### src/rtl/multicycle_controller.sv
// ---------------------------------------------------------------------------
// multicycle_controller
//   Multi-cycle control FSM for the RV64 subset datapath. Accepts an
//   instruction from the fetch port, latches its opcode and steps the
//   datapath through DECODE / EXEC / MEM / WB. Traps on an illegal opcode or
//   on a data-memory access that exceeds MEM_TIMEOUT cycles.
//
//   Parameter : MEM_TIMEOUT  max MEM cycles without mem_ready (2..255)
//   Option    : MULTICYCLE_PERF_CNT_EN adds cycle_count / retired_count
//
//   Ports
//     clk, rst_n           clock (rising edge), async active-low reset
//     run                  1 = execute, 0 = halt at instruction boundary
//     instr_valid/ready    fetch handshake, instruction sampled on both high
//     instruction[31:0]    instruction word
//     mem_ready            data memory completes current access
//     ir_write, pc_write   IR load / PC <= PC+4
//     branch               conditional PC update (gated by ALU zero)
//     reg_write            register-file write enable
//     mem_read, mem_write  data-memory requests
//     mem_to_reg           writeback source (1 = memory)
//     alu_src              ALU operand B (1 = immediate)
//     alu_op[1:0]          00 add, 01 sub, 10 funct decode
//     imm_sel[1:0]         00 I, 01 S, 10 SB, 11 none
//     state[2:0]           current FSM state
//     trap, trap_cause     sticky trap flag, 01 illegal / 10 mem timeout
//
//   state  | meaning
//   IDLE   | halted, waiting for run
//   FETCH  | offering instr_ready, loading IR and PC on instr_valid
//   DECODE | classifying the latched opcode
//   EXEC   | ALU operation / branch resolve
//   MEM    | data-memory access, timeout counter running
//   WB     | register-file writeback
//   TRAP   | sticky error, left only through reset
// ---------------------------------------------------------------------------
module multicycle_controller #(
   parameter int MEM_TIMEOUT = 16
) (
   input  logic        clk,
   input  logic        rst_n,
   input  logic        run,
   input  logic        instr_valid,
   output logic        instr_ready,
   input  logic [31:0] instruction,
   input  logic        mem_ready,
   output logic        ir_write,
   output logic        pc_write,
   output logic        branch,
   output logic        reg_write,
   output logic        mem_read,
   output logic        mem_write,
   output logic        mem_to_reg,
   output logic        alu_src,
   output logic [1:0]  alu_op,
   output logic [1:0]  imm_sel,
   output logic [2:0]  state,
   output logic        trap,
   output logic [1:0]  trap_cause
`ifdef MULTICYCLE_PERF_CNT_EN
   ,
   output logic [31:0] cycle_count,
   output logic [31:0] retired_count
`endif
);

   typedef enum logic [2:0] {
      S_IDLE   = 3'd0,
      S_FETCH  = 3'd1,
      S_DECODE = 3'd2,
      S_EXEC   = 3'd3,
      S_MEM    = 3'd4,
      S_WB     = 3'd5,
      S_TRAP   = 3'd6
   } state_t;

   localparam logic [7:0] TC_LAST = 8'(MEM_TIMEOUT - 1);

   state_t      cur, nxt;
   logic [6:0]  opcode_q;
   logic [7:0]  tcnt_q;
   logic        trap_q;
   logic [1:0]  cause_q;
   logic        trap_set;
   logic [1:0]  trap_code;
   logic        end_instr;

   // Only the opcode field is used by the controller.
   logic unused_instr_bits;
   assign unused_instr_bits = ^instruction[31:7];

   logic is_ld, is_sd, is_beq, is_r, is_i, legal;
   assign is_ld  = (opcode_q == 7'b0000011);
   assign is_sd  = (opcode_q == 7'b0100011);
   assign is_beq = (opcode_q == 7'b1100011);
   assign is_r   = (opcode_q == 7'b0110011);
   assign is_i   = (opcode_q == 7'b0010011);
   assign legal  = is_ld | is_sd | is_beq | is_r | is_i;

   always_ff @(posedge clk or negedge rst_n) begin
      if (!rst_n) begin
         cur      <= S_IDLE;
         opcode_q <= 7'd0;
         tcnt_q   <= 8'd0;
         trap_q   <= 1'b0;
         cause_q  <= 2'b00;
      end else begin
         cur <= nxt;
         if (cur == S_FETCH && instr_valid)
            opcode_q <= instruction[6:0];
         // EXEC always precedes MEM, so clearing here gives a zero count
         // on the first MEM cycle.
         if (cur == S_EXEC)
            tcnt_q <= 8'd0;
         else if (cur == S_MEM && !mem_ready)
            tcnt_q <= tcnt_q + 8'd1;
         if (trap_set) begin
            trap_q  <= 1'b1;
            cause_q <= trap_code;
         end
      end
   end

   always_comb begin
      nxt         = cur;
      trap_set    = 1'b0;
      trap_code   = 2'b00;
      end_instr   = 1'b0;
      instr_ready = 1'b0;
      ir_write    = 1'b0;
      pc_write    = 1'b0;
      branch      = 1'b0;
      reg_write   = 1'b0;
      mem_read    = 1'b0;
      mem_write   = 1'b0;
      mem_to_reg  = 1'b0;
      alu_src     = 1'b0;
      alu_op      = 2'b00;
      case (cur)
         S_IDLE: if (run) nxt = S_FETCH;
         S_FETCH: begin
            instr_ready = 1'b1;
            if (instr_valid) begin
               ir_write = 1'b1;
               pc_write = 1'b1;
               nxt      = S_DECODE;
            end
         end
         S_DECODE: begin
            if (legal) nxt = S_EXEC;
            else begin
               nxt       = S_TRAP;
               trap_set  = 1'b1;
               trap_code = 2'b01;
            end
         end
         S_EXEC: begin
            if (is_ld || is_sd) begin
               alu_src = 1'b1;
               nxt     = S_MEM;
            end else if (is_beq) begin
               alu_op    = 2'b01;
               branch    = 1'b1;
               end_instr = 1'b1;
            end else begin
               alu_op  = 2'b10;
               alu_src = is_i;
               nxt     = S_WB;
            end
         end
         S_MEM: begin
            mem_read  = is_ld;
            mem_write = is_sd;
            // mem_ready takes priority over an expiring timeout.
            if (mem_ready) begin
               if (is_ld) nxt = S_WB;
               else       end_instr = 1'b1;
            end else if (tcnt_q == TC_LAST) begin
               nxt       = S_TRAP;
               trap_set  = 1'b1;
               trap_code = 2'b10;
            end
         end
         S_WB: begin
            reg_write  = 1'b1;
            mem_to_reg = is_ld;
            end_instr  = 1'b1;
         end
         S_TRAP: nxt = S_TRAP;
         default: nxt = S_IDLE;
      endcase
      if (end_instr) nxt = run ? S_FETCH : S_IDLE;
   end

   always_comb begin
      imm_sel = 2'b11;
      if (cur == S_DECODE || cur == S_EXEC || cur == S_MEM || cur == S_WB) begin
         if (is_ld || is_i) imm_sel = 2'b00;
         else if (is_sd)    imm_sel = 2'b01;
         else if (is_beq)   imm_sel = 2'b10;
      end
   end

   assign state      = cur;
   assign trap       = trap_q;
   assign trap_cause = cause_q;

`ifdef MULTICYCLE_PERF_CNT_EN
   always_ff @(posedge clk or negedge rst_n) begin
      if (!rst_n) begin
         cycle_count   <= 32'd0;
         retired_count <= 32'd0;
      end else begin
         if (cur != S_IDLE && cur != S_TRAP)
            cycle_count <= cycle_count + 32'd1;
         if (end_instr)
            retired_count <= retired_count + 32'd1;
      end
   end
`endif

endmodule

### config.mk
export PLATFORM = sky130hd
export DESIGN_NAME = multicycle_controller
export DESIGN_NICKNAME = d
export VERILOG_FILES = /design/src/rtl/multicycle_controller.sv
export SDC_FILE = /design/constraint.sdc
export NUM_CORES = 1
export LEC_CHECK = 0
export CORE_ASPECT_RATIO = 0.7
export CORE_MARGIN = 5
export CORE_UTILIZATION = 46
export CTS_BUF_LIST = sky130_fd_sc_hd__clkbuf_4 sky130_fd_sc_hd__clkbuf_8
export CTS_CLUSTER_SIZE = 10
export DETAILED_ROUTE_END_ITERATION = 10
export PLACE_DENSITY_LB_ADDON = 0.1
export RECOVER_POWER = 25
export SYNTH_ARGS = -nofsm -noshare
export SYNTH_HDL_FRONTEND = slang
export SYNTH_SLANG_ARGS = --single-unit
### constraint.sdc
create_clock -name clk -period 3 [get_ports clk]
set_input_delay 0.6 -clock clk [delete_from_list [all_inputs] [get_ports clk]]
set_output_delay 0.6 -clock clk [all_outputs]
set_load 0.05 [all_outputs]
==> summary.md <==
| Metric | Value |
|---|---|
| Outcome | completed |
| Worst setup SP type | flop |
| Total Power | roughly 0.0015 W |
| Area grow syn2layout | 31.0% |
| 1st-pass router iterations | 4 |
| Bufs on Longest Clock Path | 2 |
| Slew margin rel. | between 30% and 40% |
| Post-layout minimum cycle time | approximately 2.8 ns |
| GP Congestion | approximately 0.88 |
| Synth area leaders | dfrtp_1 42%, mux2_2 7.1%, nor2_1 4.5% |
| Final Max Slew Viols | 0 |
| Vias in the first global route | ~980 |
| Worst Hold Path EP | trap |
| Post-cts resize count | 0 |
| Core area | between 0.002 and 0.003 mm2 |
| Final Util | about two thirds |
| Clock Latency Late Sink | around 0.27 ns |
| Final setup viols | 0 |
| Syn Nets | 168 |
| Worst Reg-to-Reg Cells | 6 |
| CTS tree | built |
| Switch share | between 40% and 50% |
| Root Buffer | clkbuf_8 |
| Synthesized area | roughly 0.0013 mm2 |
| Required time worst endpoint | between 2 and 2.5 ns |
| Synth top area share | 41.6% |
| Hpwl dp | between 2000 and 2500 um |
| Period utilization | 92.9% |
| First-pass GRT wire length | 4900 um |
| CP top delay family | buffers and inverters |
| Leakage | just over 0.7 nW |
| Unique masters post-synth | between 40 and 50 |
| Total gr overflow | 0 |
| Die Area | slightly below 0.004 mm2 |
| Starting Density | around half |
| Comb power frac | 51.6% |
| Hold_buf cts | 0 |
| Crit path buffers/inverters | 1 |
| Critical path class | flop to primary output |
| Site row count | 15 |
| RSZ-0062 raised after global routing | no |
| Async set or reset register ratio after synthesis | 100% |
| Slew @ Worst Pin | approximately 0.94 ns |
| Cells on Worst Hold Path | 1 |
| Most frequent cells in the layout | 22 x clkdlybuf4s50_1, 21 x dfrtp_1, 15 x nor2_1 |
| CTS Buf Count | 3 |
| Post-synthesis sequential area ratio | between 40% and 50% |
| Worst clock skew | approximately 0.0099 ns |
| Number of vias per cell | between 5 and 6 |
| Port bufs | 30 |
| Post-route ant nets | 0 |
| Fmax | approximately 360 MHz |
| Largest net degree at the start of global routing | 22 |
| CP Max Fanout | 6 |
| Pre-CTS setup slack | between 0.5 and 0.6 ns |
| Ys Warns | 0 |
| ANT cells | 0 |
| CP max stage cell | clkdlybuf4s50_1 |
| Worst path cell trace | nor2b_1 > nand2b_1 > nor4_2 > clkdlybuf4s50_1 |
| Hold Fails Final Rpt | 0 |
| WP data arrival | ~2.2 ns |
| Io pins | 56 |
| P_int | between 0.0008 and 0.0009 W |
| Post-Route WL | 2970 um |
| Share of cells above drive strength 1 | 19.0% |
| H-Tree Depth | 1 |
| Net Sw Power | roughly 0.00068 W |
| Post-CTS setup buffer count | 0 |
| Largest area contributor in the netlist | dfrtp_1 |
| Final WS setup | 0.213 ns |
| EDFF count, synth | 0 |
| Clk network pwr share | 13.1% |
| PD cells | approximately 900 mW/mm2 |
| Antenna violations before repair | 0 |
| Hold WC Path Type | flop to flop |
| Commonest non-fill, non-tap cell in the layout | clkdlybuf4s50_1 |
| Die Y | between 50 and 60 um |
| FF-to-FF End | state[0] |
| Total number of vias | between 1,000 and 1,500 |
| Hold Path Origin | trap |
| Clock Sinks | 21 |
| Flop2flop setup slack | 0.90 ns |
| Avg Inst Size Synth | 9.86 um2 |
| Avg WL per Cell | 15.5 um |
| Nets@finish | 199 |
| Worst path max stage delay | 0.84 ns |
| # DRC | 0 |
| Die width | roughly 73 um |
| Post-Route Setup TNS | 0 ns |
| Clock slew at reported path FFs | roughly 0.07 ns |
| 1st-iter DRT viols | 76 |
| Top_reg_cell synth | dfrtp_1 |
| Seq cells post-synth | 21 |
| Max-cap violations | 0 |
| R2r startpoint | opcode_q[2] |
| Gate Count Post-Synth | ~130 |
| Peak supply drop | ~0.4 mV |
| Tot GR Track Use | between 15 and 20% |
| Crit. End Element | primary output |
| Sequential fraction of design power | approximately a third |
## cell usage after synthesis (3+ instances only)
| master | n |
|---|---|
| buf_4 | 3 |
| a21oi_1 | 3 |
| inv_1 | 7 |
| nand3_1 | 3 |
| o21ai_0 | 5 |
| and4_1 | 3 |
| nor4_1 | 3 |
| and2_1 | 5 |
| clkbuf_1 | 3 |
| xor2_1 | 4 |
| ha_1 | 3 |
| nand2_1 | 3 |
| mux2_2 | 8 |
| dfrtp_1 | 21 |
| nor2_1 | 15 |
## worst max-delay path by stage
stage,startpoint,to,slack [ns],depth (start not counted)
floorplan,state[1],pc_write,0.17,6
global placement,state[1],imm_sel[0],0.57,4
detailed placement,state[1],mem_write,0.51,4
CTS,state[1],mem_write,0.20,4
global route,state[2],mem_write,0.1,4
finish,state[2],mem_write,0.21,4
## area by class of cell
class                           count  area [um2]
Clock buffer                        3        41.3
Fill cell                         230         880
Sequential cell                    21         526
Tap cell                           34        42.5
Inverter                            7        26.3
Multi-Input combinational cell     92         673
Timing Repair Buffer               34         338
Clock inverter                      1        7.51
## state kept, by name (all words and copies together), names as in the netlist
register,flops
tcnt_q,8
opcode_q,7
state,3
trap_cause,2
trap,1
## layer usage
layer	global-route usage, %	share of wire [%]
met5	0	0
met4	6.44	1.4
met3	4.48	6.2
met2	25.4	43
met1	23.0	50
## logic make-up after synthesis
group / after synthesis / synth area share, %
flops: 21 / 41.6
compound gates: 21 / 11.6
fa+ha+maj: 3 / 2.97
simple gates: 54 / 27.0
xor+xnor: 6 / 4.16
buf+inv: 15 / 5.55
mux: 8 / 7.14
## worst reg2reg max path, stage by stage (launching register included)
cell and delay, ns:
dfrtp_1 0.41, nand4bb_1 0.33, buf_4 0.24, nor4_1 0.48, a221oi_1 0.25, o21bai_1 0.22
o21ai_1 0.12
## power groups by stage
stage / combinational, W / sequential, W / clock [W]
3_3_place_gp: 0.000749 / 0.000522 / 0
2_1_floorplan: 0.000491 / 0.000566 / 0
3_5_place_dp: 0.000768 / 0.000530 / 0
5_1_grt: 0.000827 / 0.000550 / 0.000218
4_1_cts: 0.000774 / 0.000525 / 0.000202
6_report: 0.000770 / 0.000527 / 0.000196
## per-stage QoR
step,hold WS (ns),cell area (um2),std cells
after CTS,0.496,1650,192
after global routing,0.515,1650,192
after detailed placement,0.466,1610,188
after floorplan,0.304,1270,128
after global placement,0.465,1610,188
final,0.493,1650,192
Note: power is estimated with default switching activity, not from simulation.
